[src/rtl/button_conditioner.sv]
// button_conditioner: per-channel synchroniser, debouncer, edge-pulse generator
// and optional auto-repeat for raw push-button inputs. Every channel is fully
// independent. any_level is the OR of all debounced levels, registered with them.
module button_conditioner #(
  parameter int                 N_BTN           = 5,
  parameter int                 DEBOUNCE_CYCLES = 250000,
  parameter int                 REPEAT_DELAY    = 25000000,
  parameter int                 REPEAT_PERIOD   = 5000000,
  parameter logic [N_BTN-1:0]   REPEAT_MASK     = '0
) (
  input  logic             CLK,
  input  logic             reset,
  input  logic [N_BTN-1:0] btn_raw,
  output logic [N_BTN-1:0] btn_level,
  output logic [N_BTN-1:0] btn_press,
  output logic [N_BTN-1:0] btn_release,
  output logic [N_BTN-1:0] btn_event,
  output logic             any_level
);

  // Counter widths; a one-cycle debounce or repeat still needs a 1-bit counter.
  localparam int DCNT_W = (DEBOUNCE_CYCLES > 1) ? $clog2(DEBOUNCE_CYCLES) : 1;
  localparam int RMAX   = (REPEAT_DELAY > REPEAT_PERIOD) ? REPEAT_DELAY : REPEAT_PERIOD;
  localparam int RCNT_W = (RMAX > 1) ? $clog2(RMAX) : 1;

  localparam logic [DCNT_W-1:0] DCNT_LAST    = DCNT_W'(DEBOUNCE_CYCLES - 1);
  localparam logic [RCNT_W-1:0] RDELAY_LOAD  = RCNT_W'(REPEAT_DELAY - 1);
  localparam logic [RCNT_W-1:0] RPERIOD_LOAD = RCNT_W'(REPEAT_PERIOD - 1);

  typedef enum logic [1:0] {
    R_IDLE   = 2'd0,
    R_DELAY  = 2'd1,
    R_REPEAT = 2'd2
  } rep_state_t;

  // Next-cycle debounced levels, gathered so any_level can be registered with them.
  logic [N_BTN-1:0] level_nxt_v;

  genvar i;
  generate
    for (i = 0; i < N_BTN; i++) begin : g_ch
      logic              s1_p0;
      logic              s2_p1;
      logic              level_p2;
      logic [DCNT_W-1:0] dcnt_p2;
      logic              press_p2;
      logic              rel_p2;
      logic              evt_p2;
      rep_state_t        state_q;
      rep_state_t        state_d;
      logic [RCNT_W-1:0] rcnt_q;
      logic [RCNT_W-1:0] rcnt_d;
      logic              level_d;
      logic [DCNT_W-1:0] dcnt_d;
      logic              press_d;
      logic              rel_d;
      logic              rep_d;

      // Two-flop synchroniser for the asynchronous raw level.
      always_ff @(posedge CLK or negedge reset) begin
        if (!reset) begin
          s1_p0 <= 1'b0;
          s2_p1 <= 1'b0;
        end else begin
          s1_p0 <= btn_raw[i];
          s2_p1 <= s1_p0;
        end
      end

      // Debounce: count consecutive disagreeing cycles; any agreement restarts the count.
      always_comb begin
        level_d = level_p2;
        dcnt_d  = '0;
        press_d = 1'b0;
        rel_d   = 1'b0;
        if (s2_p1 != level_p2) begin
          if (dcnt_p2 == DCNT_LAST) begin
            level_d = ~level_p2;
            press_d = s2_p1;
            rel_d   = ~s2_p1;
          end else begin
            dcnt_d = dcnt_p2 + DCNT_W'(1);
          end
        end
      end

      // Level, debounce count and registered pulses; pulses appear with the level change.
      always_ff @(posedge CLK or negedge reset) begin
        if (!reset) begin
          level_p2 <= 1'b0;
          dcnt_p2  <= '0;
          press_p2 <= 1'b0;
          rel_p2   <= 1'b0;
          evt_p2   <= 1'b0;
        end else begin
          level_p2 <= level_d;
          dcnt_p2  <= dcnt_d;
          press_p2 <= press_d;
          rel_p2   <= rel_d;
          evt_p2   <= press_d | rep_d;
        end
      end

      // Repeat FSM next state: the delay is loaded on the same edge that raises the
      // press pulse, so the first repeat lands exactly REPEAT_DELAY edges later.
      // A release takes priority over a repeat falling due on the same edge.
      always_comb begin
        state_d = state_q;
        rcnt_d  = rcnt_q;
        rep_d   = 1'b0;
        if (!REPEAT_MASK[i]) begin
          state_d = R_IDLE;
          rcnt_d  = '0;
        end else if (rel_d) begin
          state_d = R_IDLE;
          rcnt_d  = '0;
        end else begin
          case (state_q)
            R_IDLE: begin
              if (press_d) begin
                state_d = R_DELAY;
                rcnt_d  = RDELAY_LOAD;
              end
            end
            R_DELAY, R_REPEAT: begin
              if (level_p2) begin
                if (rcnt_q == '0) begin
                  rep_d   = 1'b1;
                  rcnt_d  = RPERIOD_LOAD;
                  state_d = R_REPEAT;
                end else begin
                  rcnt_d = rcnt_q - RCNT_W'(1);
                end
              end
            end
            default: begin
              state_d = R_IDLE;
              rcnt_d  = '0;
            end
          endcase
        end
      end

      // Repeat FSM state and countdown registers.
      always_ff @(posedge CLK or negedge reset) begin
        if (!reset) begin
          state_q <= R_IDLE;
          rcnt_q  <= '0;
        end else begin
          state_q <= state_d;
          rcnt_q  <= rcnt_d;
        end
      end

      assign level_nxt_v[i] = level_d;
      assign btn_level[i]   = level_p2;
      assign btn_press[i]   = press_p2;
      assign btn_release[i] = rel_p2;
      assign btn_event[i]   = evt_p2;
    end
  endgenerate

  // any_level tracks the OR of the levels in the same cycle they update.
  always_ff @(posedge CLK or negedge reset) begin
    if (!reset) begin
      any_level <= 1'b0;
    end else begin
      any_level <= |level_nxt_v;
    end
  end

endmodule

[config.mk]
export PLATFORM = sky130hd
export DESIGN_NAME = button_conditioner
export DESIGN_NICKNAME = d
export VERILOG_FILES = /design/src/rtl/button_conditioner.sv
export SDC_FILE = /design/constraint.sdc
export NUM_CORES = 1
export LEC_CHECK = 0
export ABC_AREA = 1
export BUFFER_PORTS_ARGS = -buffer_cell sky130_fd_sc_hd__buf_4
export CAP_MARGIN = 25
export CORE_MARGIN = 2
export CORE_UTILIZATION = 40
export CTS_CLUSTER_SIZE = 40
export DETAILED_ROUTE_END_ITERATION = 8
export HOLD_SLACK_MARGIN = 0.15
export SLEW_MARGIN = 20
export SYNTH_ARGS = -nofsm -noshare
export SYNTH_HDL_FRONTEND = slang
export SYNTH_SLANG_ARGS = --single-unit
[constraint.sdc]
create_clock -name CLK -period 2.5 [get_ports CLK]
set_clock_uncertainty 0.15 [all_clocks]
set_input_delay 0.125 -clock CLK [delete_from_list [all_inputs] [get_ports CLK]]
set_output_delay 0.125 -clock CLK [all_outputs]
set_load 0.01 [all_outputs]
## Word-level counts from Yosys, hierarchy flattened

Index checks and enable logic that the tools add are counted.

| storage, ports and cells | value |
|---|---|
| input bits | 7 |
| bits in registers | 116 |
| ROM bits | 0 |
| memories | 0 |
| memory bits (writable) | 0 |
| logic and storage cells | 97 |
| bits in latches | 0 |

| operators by class | value |
|---|---|
| multipliers | 0 |
| bitwise gates (word level) | 10 |
| reductions and logical operators | 1 |
| $lt $le $gt $ge | 0 |
| divide/modulo/power cells | 0 |
| shifts and indexed selects | 0 |
| equal/unequal tests | 10 |
| mux-type cells | 40 |
| $add $sub $neg | 5 |

Operators by type and width:

| kind | number |
|---|---|
| two-way mux 18 bit | 10 |
| adder 18 x 1 -> 18 bit, second input constant | 5 |
| == test 18 bit, second input constant | 5 |
| two-way mux 1 bit | 30 |
| NOT 1 bit | 10 |
| inequality test 1 bit | 5 |
| OR reduction 5 bit | 1 |

## Depth between registers and ports, before layout

Gate-level depths: netlist of the first run.

| logic depth | value |
|---|---|
| depth after elaboration | 4 |
| mapped depth | 10 |
| mapped depth without buffers | 10 |

## Worst setup path before layout of the first run

OpenSTA, ideal clock, no wires.

| timing | value |
|---|---|
| kind | reg-to-reg |
| from | register g_ch[2].dcnt_p2[0] |
| to | register g_ch[2].dcnt_p2[4] |
| stages on the path, launching flop included | 9 |
| arrival | 1,306 ps |
| setup time | 88 ps |
| setup slack | 956 ps |
| cell sequence | dfrtp_1 -> ha_1 -> nand3_2 -> inv_2 -> nand2_2 -> nor2_2 -> a21oi_4 -> inv_2 -> nor3b_1 |

| on the way | value |
|---|---|
| word-level cells in the longest chain between the ends | 3 |
| elaborated cells between the ends (all ways) | 4 |

RTL lines:

| item | RTL line | text |
|---|---|---|
| start: declaration | 45 | `logic [DCNT_W-1:0] dcnt_p2;` |
| start signal: assignment | 97 | `dcnt_p2 <= dcnt_d;` |
| adder 18 x 1 -> 18 bit / == test 18 bit (equally long branches) | 82, 77 |  |
| two-way mux 18 bit (*) | 77 | `if (dcnt_p2 == DCNT_LAST) begin` |
| two-way mux 18 bit (*) | 76 | `if (s2_p1 != level_p2) begin` |
| net g_ch[2].dcnt_d[4] | 54 | `logic [DCNT_W-1:0] dcnt_d;` |

The timed path passes the listed nets; every way through them passes the cells marked *.

## Worst setup path after layout of the first run

Same ends and word-level chain as after synthesis.

==> results of run 1 <==
stage by stage:
step | area, um2 | instances | worst slack (ps) | total power, mW
3_5_place_dp | 6225 | 913 | 739.0 | 2.097
4_1_cts | 6990 | 953 | 642.2 | 4.914
6_report | 6990 | 953 | 670.3 | 4.850
3_3_place_gp | 6225 | 913 | 823.0 | 2.090
2_1_floorplan | 5904 | 719 | 955.6 | 2.020
5_1_grt | 6990 | 953 | 543.8 | 5.042
logic make-up (layout without fill, tap and decap cells):
family | count (synthesis) | count (layout) | synth area share (%)
AOI/OAI and AO/OA | 70 | 70 | 6.527
xor gates and xnor gates | 25 | 25 | 3.708
adders and majority gates | 5 | 5 | 1.060
buffers and inverters | 122 | 172 | 9.048
DFF | 116 | 116 | 49.16
and+or+nand+nor | 381 | 381 | 30.49
cells in the mapped netlist, types with 2 or more instances:
master and count:
ha_1 5, nand2_2 8, a21oi_4 2, nor2_2 11
a211oi_1 2, nor3_1 29, nand2_1 121, nor2_4 5
buf_4 20, xor2_1 16, nand3_1 26, nor3b_1 3
inv_2 9, o21ai_1 4, nand4_1 12, a21oi_1 36
nor3_4 5, nand3_2 10, dfrtp_1 116, nor2_1 140
xnor2_1 9, nor4_1 3, inv_1 92, nand3b_1 2
nand2_4 2, o21ai_0 23
worst max-delay path by stage:
stage / endpoint / slack, ps / from / cells past startpoint
after floorplan: g_ch[2].dcnt_p2[4]$_DFF_PN0_ / 960 / g_ch[2].dcnt_p2[0]$_DFF_PN0_ / 8
after global placement: g_ch[4].rel_p2$_DFF_PN0_ / 820 / g_ch[4].dcnt_p2[13]$_DFF_PN0_ / 5
after global routing: g_ch[2].dcnt_p2[4]$_DFF_PN0_ / 540 / g_ch[2].dcnt_p2[0]$_DFF_PN0_ / 8
after detailed placement: g_ch[2].dcnt_p2[4]$_DFF_PN0_ / 740 / g_ch[2].dcnt_p2[0]$_DFF_PN0_ / 8
after CTS: g_ch[2].dcnt_p2[4]$_DFF_PN0_ / 640 / g_ch[2].dcnt_p2[0]$_DFF_PN0_ / 8
final: g_ch[2].dcnt_p2[4]$_DFF_PN0_ / 670 / g_ch[2].dcnt_p2[0]$_DFF_PN0_ / 8
critical path, delay by kind of cell (launching register included):
kind,cells,cell delay (ps)
AOI/OAI and AO/OA,1,270
and+or+nand+nor,4,490
adders and majority gates,1,240
DFF,1,400
buffers and inverters,2,180
sequential cells by signal, indices dropped and copies added, names as in the netlist:
| register | cells |
|---|---|
| g_ch.dcnt_p2 | 90 |
| g_ch.rel_p2 | 5 |
| g_ch.s1_p0 | 5 |
| g_ch.evt_p2 | 5 |
| g_ch.level_p2 | 5 |
| any_level | 1 |
| g_ch.s2_p1 | 5 |
per-layer routing:
| layer | track usage [%] | part of all wire (%) | routed length [um] |
|---|---|---|---|
| met1 | 20.57 | 47 | 5517 |
| met2 | 26.39 | 47 | 5617 |
| met3 | 4.921 | 3.6 | 422 |
| met4 | 7.778 | 2.5 | 302 |
| met5 | 0 | 0 | 0 |
cell usage in the layout (no fill, tap or decap), types with 4 or more instances in the layout:
cell	count
nor2_1	140
inv_1	92
nand3_1	26
buf_4	30
a21oi_1	36
inv_2	9
xnor2_1	9
o21ai_1	4
o21ai_0	23
nor3_4	5
nor2_2	11
xor2_1	16
nand4_1	12
ha_1	5
dlygate4sd3_1	7
dfrtp_1	116
nand2_1	121
nor3_1	29
clkbuf_16	17
bufinv_16	6
nand2_2	8
nand3_2	10
nor2_4	5
layout make-up:
class / count / area, um2 / share of cell area (%)
clock buffer: 23 / 478.0 / 6.837
clock inverter: 9 / 197.7 / 2.828
inverter: 101 / 379.1 / 5.423
multi-input combinational: 481 / 2467 / 35.30
sequential: 116 / 2903 / 41.52
tap: 184 / 230.2 / 3.293
timing repair buffer: 39 / 335.3 / 4.797
power by group:
| part | switching [mW] | total [mW] | internal (mW) |
|---|---|---|---|
| clock network | 0.833 | 2.78 | 1.94 |
| registers | 0.0216 | 1.93 | 1.91 |
| logic | 0.0939 | 0.145 | 0.0510 |
==> results.py, run 1 <==
metrics = {
    "status": {
        "status": "complete, no violations",
    },
    "timing": {
        "maxSlewViolCount": 0,
        "fmax_mhz": 546.5,
        "setup_viol": 0,
        "fin_crit_ps": 1830,
        "finalHoldViolCount": 0,
        "min_period_over_period_pct": 73.19,
        "timing.hold.ws_ps": 196.3,
        "fin_tns_setup_ps": 0,
        "relSlewSlack_pct": 70.38,
        "max_slew.worst_pin.slew_ps": 442.7,
        "rsz0062_at_grt": "false",
    },
    "min_path": {
        "hp-start": "g_ch[1].s1_p0$_DFF_PN0_",
        "hold_class": "reg -> reg",
        "min_path_cells": 0,
        "hold_end": "g_ch[1].s2_p1$_DFF_PN0_",
    },
    "critical_path": {
        "arrival_ps": 1990,
        "worstReg2RegStart": "g_ch[2].dcnt_p2[0]$_DFF_PN0_",
        "required_ps": 2660,
        "critPathSlowestCell": "dfrtp_1",
        "critPathCaptureType": "register",
        "cp-start-kind": "register",
        "path_cells": "ha_1, nand3_2, inv_2, nand2_2, nor2_2, a21oi_4, inv_2, nor3b_1",
        "reg2reg_slack_ps": 670,
        "crit_type": "reg -> reg",
        "worstRegToRegCells": 8,
        "r2r_end": "g_ch[2].dcnt_p2[4]$_DFF_PN0_",
        "crit_top_cell": "inv_2",
        "slowest_delay_ps": 400,
        "cp_max_fo": 10,
    },
    "cells_and_area": {
        "syn_to_final_growth_pct": 18.39,
        "fillers": 1370,
        "fin_util_pct": 48.28,
        "fin_nets": 768,
        "drive_above_1_share_pct": 15.08,
        "antenna_cells": 0,
    },
    "yosys": {
        "synth_seq_cells": 116,
        "ys_seq_area_share_pct": 49.16,
        "synth_nets": 731,
        "synth_top_area_cell": "dfrtp_1",
        "syn_area_um2": 5904,
        "yosys-top-cells-area": "dfrtp_1, nor2_1, nand2_1",
        "synth_enable_flop_cells": 0,
        "synthArstFlopShare_pct": 100.0,
        "yosysTopAreaCellShare_pct": 49.16,
        "ys.warnings.count": 0,
        "synthFlopType": "dfrtp_1",
        "syn_inst": 719,
        "synth_cell_type_count": 34,
        "synth_area_per_cell_um2": 8.212,
    },
    "clock_network": {
        "cts_tree": "done",
        "clkTransAtPathRegs_ps": 50,
        "clk_latency_ps": 420,
        "post_cts_buffers": 0,
        "cts_root_buf": "clkbuf_16",
        "cts_hold_buf": 8,
        "cts_buffers": 17,
        "cts_resized": 0,
        "htreeDepth": 4,
        "cts_sinks": 116,
        "cts_buffer_depth": 2,
    },
    "die": {
        "die_h_um": 125.5,
        "rows": 44,
        "die_w_um": 125.5,
        "boundaryPins": 28,
        "die_area_um2": 15750,
        "core_area_um2": 14480,
        "start_util_pct": 40.78,
    },
    "routing": {
        "drc": 0,
        "avgRoutedWirePerCell_um": 12.44,
        "first_pass_iters": 4,
        "vias": 4567,
        "ant_nets": 0,
        "routed_wl_um": 11860,
        "drt_iter0_drc": 267,
        "via_per_inst": 4.792,
    },
    "place": {
        "hpwl_um": 8421,
        "numPortBuffers": 27,
        "place_congestion": 0.8516,
    },
    "grt": {
        "grt_pass1_wl_um": 20780,
        "grt_pass1_vias": 4546,
        "grt_overflow": 0,
        "grt_max_degree": 40,
        "antenna_found_initial": 0,
        "grt_usage_pct": 16.51,
    },
    "power": {
        "p_leak_nw": 3.259,
        "vdd_drop_max_uv": 517.5,
        "p_per_area_nw_per_um2": 693.8,
    },
    "job": {
        "cap_violations": 0,
    },
}
Note: power is estimated with default switching activity, not from simulation.
==> run 2: changes to the inputs <==
==> constraint.sdc (replaced) <==
create_clock -name CLK -period 1.84 [get_ports CLK]
set_clock_uncertainty 0.15 [all_clocks]
set_input_delay 0.092 -clock CLK [delete_from_list [all_inputs] [get_ports CLK]]
set_output_delay 0.092 -clock CLK [all_outputs]
set_load 0.01 [all_outputs]
==> results.py, run 2 (synthesis results as in run 1) <==
metrics = {
    "place": {
        "numPortBuffers": 27,
        "hpwl_um": 8453,
        "place_congestion": 0.8577,
    },
    "status": {
        "status": "complete, no violations",
    },
    "timing": {
        "relSlewSlack_pct": 71.45,
        "fmax_mhz": 578.6,
        "rsz0062_at_grt": "false",
        "max_slew.worst_pin.slew_ps": 425.0,
        "finalHoldViolCount": 0,
        "min_period_over_period_pct": 93.92,
        "maxSlewViolCount": 0,
        "setup_viol": 0,
        "fin_tns_setup_ps": 0,
        "fin_crit_ps": 1728,
    },
    "clock_network": {
        "cts_tree": "done",
        "cts_buffer_depth": 2,
        "cts_sinks": 116,
        "clkTransAtPathRegs_ps": 60,
        "htreeDepth": 4,
        "cts_buffers": 17,
        "cts_root_buf": "clkbuf_16",
        "clk_latency_ps": 410,
    },
    "min_path": {
        "hold_end": "g_ch[4].s1_p0$_DFF_PN0_",
        "min_path_cells": 2,
        "hold_class": "in -> reg",
        "hp-start": "btn_raw[4]",
    },
    "critical_path": {
        "required_ps": 2030,
        "cp_max_fo": 9,
        "crit_type": "reg -> reg",
        "arrival_ps": 1910,
        "worstRegToRegCells": 9,
        "cp-start-kind": "register",
        "worstReg2RegStart": "g_ch[2].dcnt_p2[0]$_DFF_PN0_",
        "critPathCaptureType": "register",
        "r2r_end": "g_ch[2].dcnt_p2[8]$_DFF_PN0_",
        "reg2reg_slack_ps": 110,
        "critPathSlowestCell": "dfrtp_1",
        "slowest_delay_ps": 400,
        "path_cells": "ha_1, nand3_2, inv_2, nand2_2, nor2_4, a21oi_4, buf_4, nand2_1, a21oi_1",
    },
    "power": {
        "vdd_drop_max_uv": 666.4,
        "p_per_area_nw_per_um2": 877.5,
        "p_leak_nw": 3.273,
        "total_power_mw": 6.163,
    },
    "grt": {
        "global_route.usage.met3_pct": 4.579,
        "top_usage_layer": "met2",
        "met1_usage_pct": 20.05,
        "antenna_found_initial": 0,
        "grt_max_degree": 34,
        "grt_pass1_wl_um": 20290,
        "grt_overflow": 0,
        "grt_pass1_vias": 4558,
        "grt_use_met2_pct": 25.98,
        "grt_usage_pct": 16.01,
    },
    "cells_and_area": {
        "largest_reg_flops": 90,
        "syn_to_final_growth_pct": 18.94,
        "regMostFlops": "g_ch.dcnt_p2",
        "fin_nets": 777,
        "multi_input_area_um2": 2495,
        "fillers": 1365,
        "seq_area_um2": 2903,
        "antenna_cells": 0,
        "drive_above_1_share_pct": 16.99,
        "final_cell_mix": "nor2_1, nand2_1, dfrtp_1",
        "final_common_cell": "nor2_1",
    },
    "die": {
        "core_area_um2": 14480,
        "die_h_um": 125.5,
        "rows": 44,
        "boundaryPins": 28,
        "die_w_um": 125.5,
        "start_util_pct": 40.78,
        "die_area_um2": 15750,
    },
    "routing": {
        "via_per_inst": 4.742,
        "first_pass_iters": 5,
        "avgRoutedWirePerCell_um": 12.08,
        "drt_iter0_drc": 310,
        "drc": 0,
        "routed_wl_um": 11610,
        "vias": 4557,
        "ant_nets": 0,
    },
    "job": {
        "cap_violations": 0,
    },
}
[run 2: changes by cell type in the layout (fill, tap and decap cells not counted), sizes merged]
cell	change
clkbuf	-2
clkinvlp	+1
buf	+9
bufinv	-3
clkinv	+3
[run 2: how the worst max path moves through the flow]
stage,start,end
after floorplan,g_ch[2].dcnt_p2[0]$_DFF_PN0_,g_ch[2].dcnt_p2[4]$_DFF_PN0_
after global placement,g_ch[4].dcnt_p2[13]$_DFF_PN0_,any_level$_DFF_PN0_
after detailed placement,g_ch[2].dcnt_p2[0]$_DFF_PN0_,g_ch[2].dcnt_p2[10]$_DFF_PN0_
after CTS,g_ch[2].dcnt_p2[0]$_DFF_PN0_,g_ch[2].dcnt_p2[4]$_DFF_PN0_
after global routing,g_ch[1].dcnt_p2[0]$_DFF_PN0_,g_ch[1].dcnt_p2[12]$_DFF_PN0_
final,g_ch[2].dcnt_p2[0]$_DFF_PN0_,g_ch[2].dcnt_p2[8]$_DFF_PN0_
[run 2: final cells by class]
| type | instances | share of cell area, % |
|---|---|---|
| Clock inverter | 10 | 1.853 |
| Inverter | 101 | 5.398 |
| Timing Repair Buffer | 48 | 5.915 |
| Clock buffer | 21 | 6.699 |
| Tap cell | 184 | 3.278 |
| Multi-Input combinational cell | 481 | 35.52 |
| Sequential cell | 116 | 41.33 |
[run 2: critical path, delay by kind of cell, from the launching register on]
family / cells / cell delay [ps]
AOI/OAI and AO/OA: 2 / 380
DFF: 1 / 400
buffers and inverters: 2 / 210
and+or+nand+nor: 4 / 270
adders and majority gates: 1 / 240
[run 2: power by group]
| part | internal, mW | switching (mW) |
|---|---|---|
| combinational | 0.0801 | 0.127 |
| clock | 2.21 | 1.12 |
| sequential | 2.59 | 0.0299 |
[run 2: per-layer routing]
| layer | routed length [um] | share of wire (%) | vias to the layer above |
|---|---|---|---|
| met3 | 420 | 3.6 | 16 |
| met1 | 5508 | 47 | 2116 |
| met2 | 5501 | 47 | 76 |
| met4 | 181 | 1.6 | 0 |
| li1 | - | - | 2349 |
| met5 | 0 | 0 | - |
[run 2: repair_timing]
action,in CTS,in global routing
setup endpoints to repair,0,8
hold endpoints to repair,121,0
gates resized for setup,0,8
buffers inserted,0,5
hold buffers,8,0
[run 2: through the flow]
step                      cells  setup slack [ps]  area (um2)  hold WS [ps]  util, %
after floorplan             719             295.6        5904        -353.6        -
final                       961             111.8        7023         180.0    48.50
after detailed placement    917             99.46        6267        -74.95    43.29
after global routing        961            0.6011        7023         172.5    48.50
after CTS                   956             97.39        6958         158.0    48.06
after global placement      917             173.8        6267        -75.64    43.29
==> run 3: changes to the inputs <==
--- a/config.mk
+++ b/config.mk
@@ -9,10 +9,11 @@
 export BUFFER_PORTS_ARGS = -buffer_cell sky130_fd_sc_hd__buf_4
 export CAP_MARGIN = 25
 export CORE_MARGIN = 2
-export CORE_UTILIZATION = 40
+export CORE_UTILIZATION = 60
 export CTS_CLUSTER_SIZE = 40
 export DETAILED_ROUTE_END_ITERATION = 8
 export HOLD_SLACK_MARGIN = 0.15
+export PLACE_DENSITY_LB_ADDON = 0.2
 export SLEW_MARGIN = 20
 export SYNTH_ARGS = -nofsm -noshare
 export SYNTH_HDL_FRONTEND = slang
==> constraint.sdc (replaced) <==
create_clock -name CLK -period 2.14 [get_ports CLK]
set_clock_uncertainty 0.15 [all_clocks]
set_input_delay 0.107 -clock CLK [delete_from_list [all_inputs] [get_ports CLK]]
set_output_delay 0.107 -clock CLK [all_outputs]
set_load 0.01 [all_outputs]
==> results.py, run 3 (synthesis results as in run 1) <==
metrics = {
    "status": {
        "status": "complete, no violations",
    },
    "grt": {
        "grt_usage_pct": 24.08,
        "grt_pass1_wl_um": 19690,
        "antenna_found_initial": 0,
        "grt_pass1_vias": 4478,
        "grt_overflow": 0,
        "grt_max_degree": 51,
    },
    "min_path": {
        "hold_end": "g_ch[2].s2_p1$_DFF_PN0_",
        "hp-start": "g_ch[2].s1_p0$_DFF_PN0_",
        "min_path_cells": 0,
        "hold_class": "reg -> reg",
    },
    "critical_path": {
        "crit_type": "reg -> reg",
        "critPathSlowestCell": "dfrtp_1",
        "crit_buf_inv": 1,
        "arrival_ps": 1990,
        "path_cells": "ha_1, nand3_2, inv_2, nand2_2, nor2_2, nand2_1, nand2_1, nand2_2, nor2_1, nand3_1",
        "r2r_end": "any_level$_DFF_PN0_",
        "reg2reg_slack_ps": 400,
        "required_ps": 2390,
        "crit_family": "simple AND/OR/NAND/NOR gates",
        "critPathCaptureType": "register",
        "cp-start-kind": "register",
        "slowest_delay_ps": 390,
        "worstReg2RegStart": "g_ch[2].dcnt_p2[0]$_DFF_PN0_",
        "worstRegToRegCells": 10,
        "cp_max_fo": 3,
    },
    "clock_network": {
        "cts_resized": 0,
        "cts_sinks": 116,
        "cts_tree": "done",
        "clk_latency_ps": 520,
        "post_cts_buffers": 0,
        "clkTransAtPathRegs_ps": 60,
        "cts_buffer_depth": 2,
        "htreeDepth": 4,
        "cts_buffers": 17,
        "cts_root_buf": "clkbuf_8",
    },
    "cells_and_area": {
        "syn_to_final_growth_pct": 17.61,
        "antenna_cells": 0,
        "drive_above_1_share_pct": 15.14,
        "final_common_cell": "nor2_1",
        "largest_reg_flops": 90,
        "final_cell_mix": "nor2_1, nand2_1, dfrtp_1",
        "fin_nets": 772,
        "regMostFlops": "g_ch.dcnt_p2",
    },
    "routing": {
        "avgRoutedWirePerCell_um": 12.80,
        "routed_wl_um": 11600,
        "via_per_inst": 5.155,
        "drc": 0,
        "ant_nets": 0,
        "first_pass_iters": 5,
        "vias": 4670,
        "drt_iter0_drc": 276,
    },
    "power": {
        "p_per_area_nw_per_um2": 784.7,
        "vdd_drop_max_uv": 730.8,
        "p_leak_nw": 3.248,
        "total_power_mw": 5.449,
    },
    "die": {
        "rows": 36,
        "die_area_um2": 10650,
        "core_area_um2": 9684,
        "die_h_um": 103.2,
        "start_util_pct": 60.97,
        "die_w_um": 103.2,
        "boundaryPins": 28,
    },
    "timing": {
        "fin_crit_ps": 1745,
        "rsz0062_at_grt": "false",
        "maxSlewViolCount": 0,
        "fmax_mhz": 573.2,
        "setup_viol": 0,
        "finalHoldViolCount": 0,
        "min_period_over_period_pct": 81.52,
        "relSlewSlack_pct": 52.46,
        "fin_tns_setup_ps": 0,
        "max_slew.worst_pin.slew_ps": 713.0,
    },
    "place": {
        "place_congestion": 0.8928,
        "hpwl_um": 8090,
        "numPortBuffers": 27,
    },
    "job": {
        "cap_violations": 0,
    },
}
==> run 3: final cells by class <==
class / instances / area (um2)
Clock inverter: 13 / 206.4
Tap cell: 133 / 166.4
Clock buffer: 19 / 431.7
Timing Repair Buffer: 43 / 390.4
Multi-Input combinational cell: 481 / 2467
Fill cell: 717 / 2740
Inverter: 101 / 379.1
Sequential cell: 116 / 2903
==> run 3: power by group <==
group          leakage, nW  internal, mW  switching, mW
registers             1.59          2.23         0.0271
clock network        0.296          2.03          0.985
logic                 1.37        0.0661          0.110
total                 3.25          4.33           1.12
==> run 3: stage by stage <==
step                utilization [%]  area, um2  setup WS, ps  std cells  hold WS, ps
floorplan                         -       5904         595.6        719       -338.6
global placement              63.88       6186         453.1        862        48.20
detailed placement            63.88       6186         427.2        862        57.15
CTS                           71.71       6944         396.2        906        197.2
global route                  71.71       6944         219.8        906        209.2
finish                        71.71       6944         395.4        906        196.9
==> run 3: metal layers <==
| metal | GRT usage, % | wire length, um | vias up |
|---|---|---|---|
| met3 | 6.653 | 527 | 16 |
| li1 | - | - | 2352 |
| met5 | 0 | 0 | - |
| met1 | 30.82 | 5290 | 2202 |
| met2 | 39.31 | 5614 | 100 |
| met4 | 9.211 | 165 | 0 |
==> run 3: worst max path at each step <==
stage,to,start,slack (ps),cells past startpoint
after floorplan,g_ch[2].dcnt_p2[4]$_DFF_PN0_,g_ch[2].dcnt_p2[0]$_DFF_PN0_,600,8
after global placement,any_level$_DFF_PN0_,g_ch[4].dcnt_p2[0]$_DFF_PN0_,450,6
after detailed placement,any_level$_DFF_PN0_,g_ch[2].dcnt_p2[0]$_DFF_PN0_,430,10
after CTS,any_level$_DFF_PN0_,g_ch[2].dcnt_p2[0]$_DFF_PN0_,400,10
after global routing,g_ch[3].dcnt_p2[14]$_DFF_PN0_,g_ch[3].dcnt_p2[0]$_DFF_PN0_,220,8
final,any_level$_DFF_PN0_,g_ch[2].dcnt_p2[0]$_DFF_PN0_,400,10
==> run 3: repair_timing <==
item                                    in CTS  in global routing
endpoints found under the hold margin      121                  0
endpoints found under the setup margin       0                  0
hold buffers                                12                  0
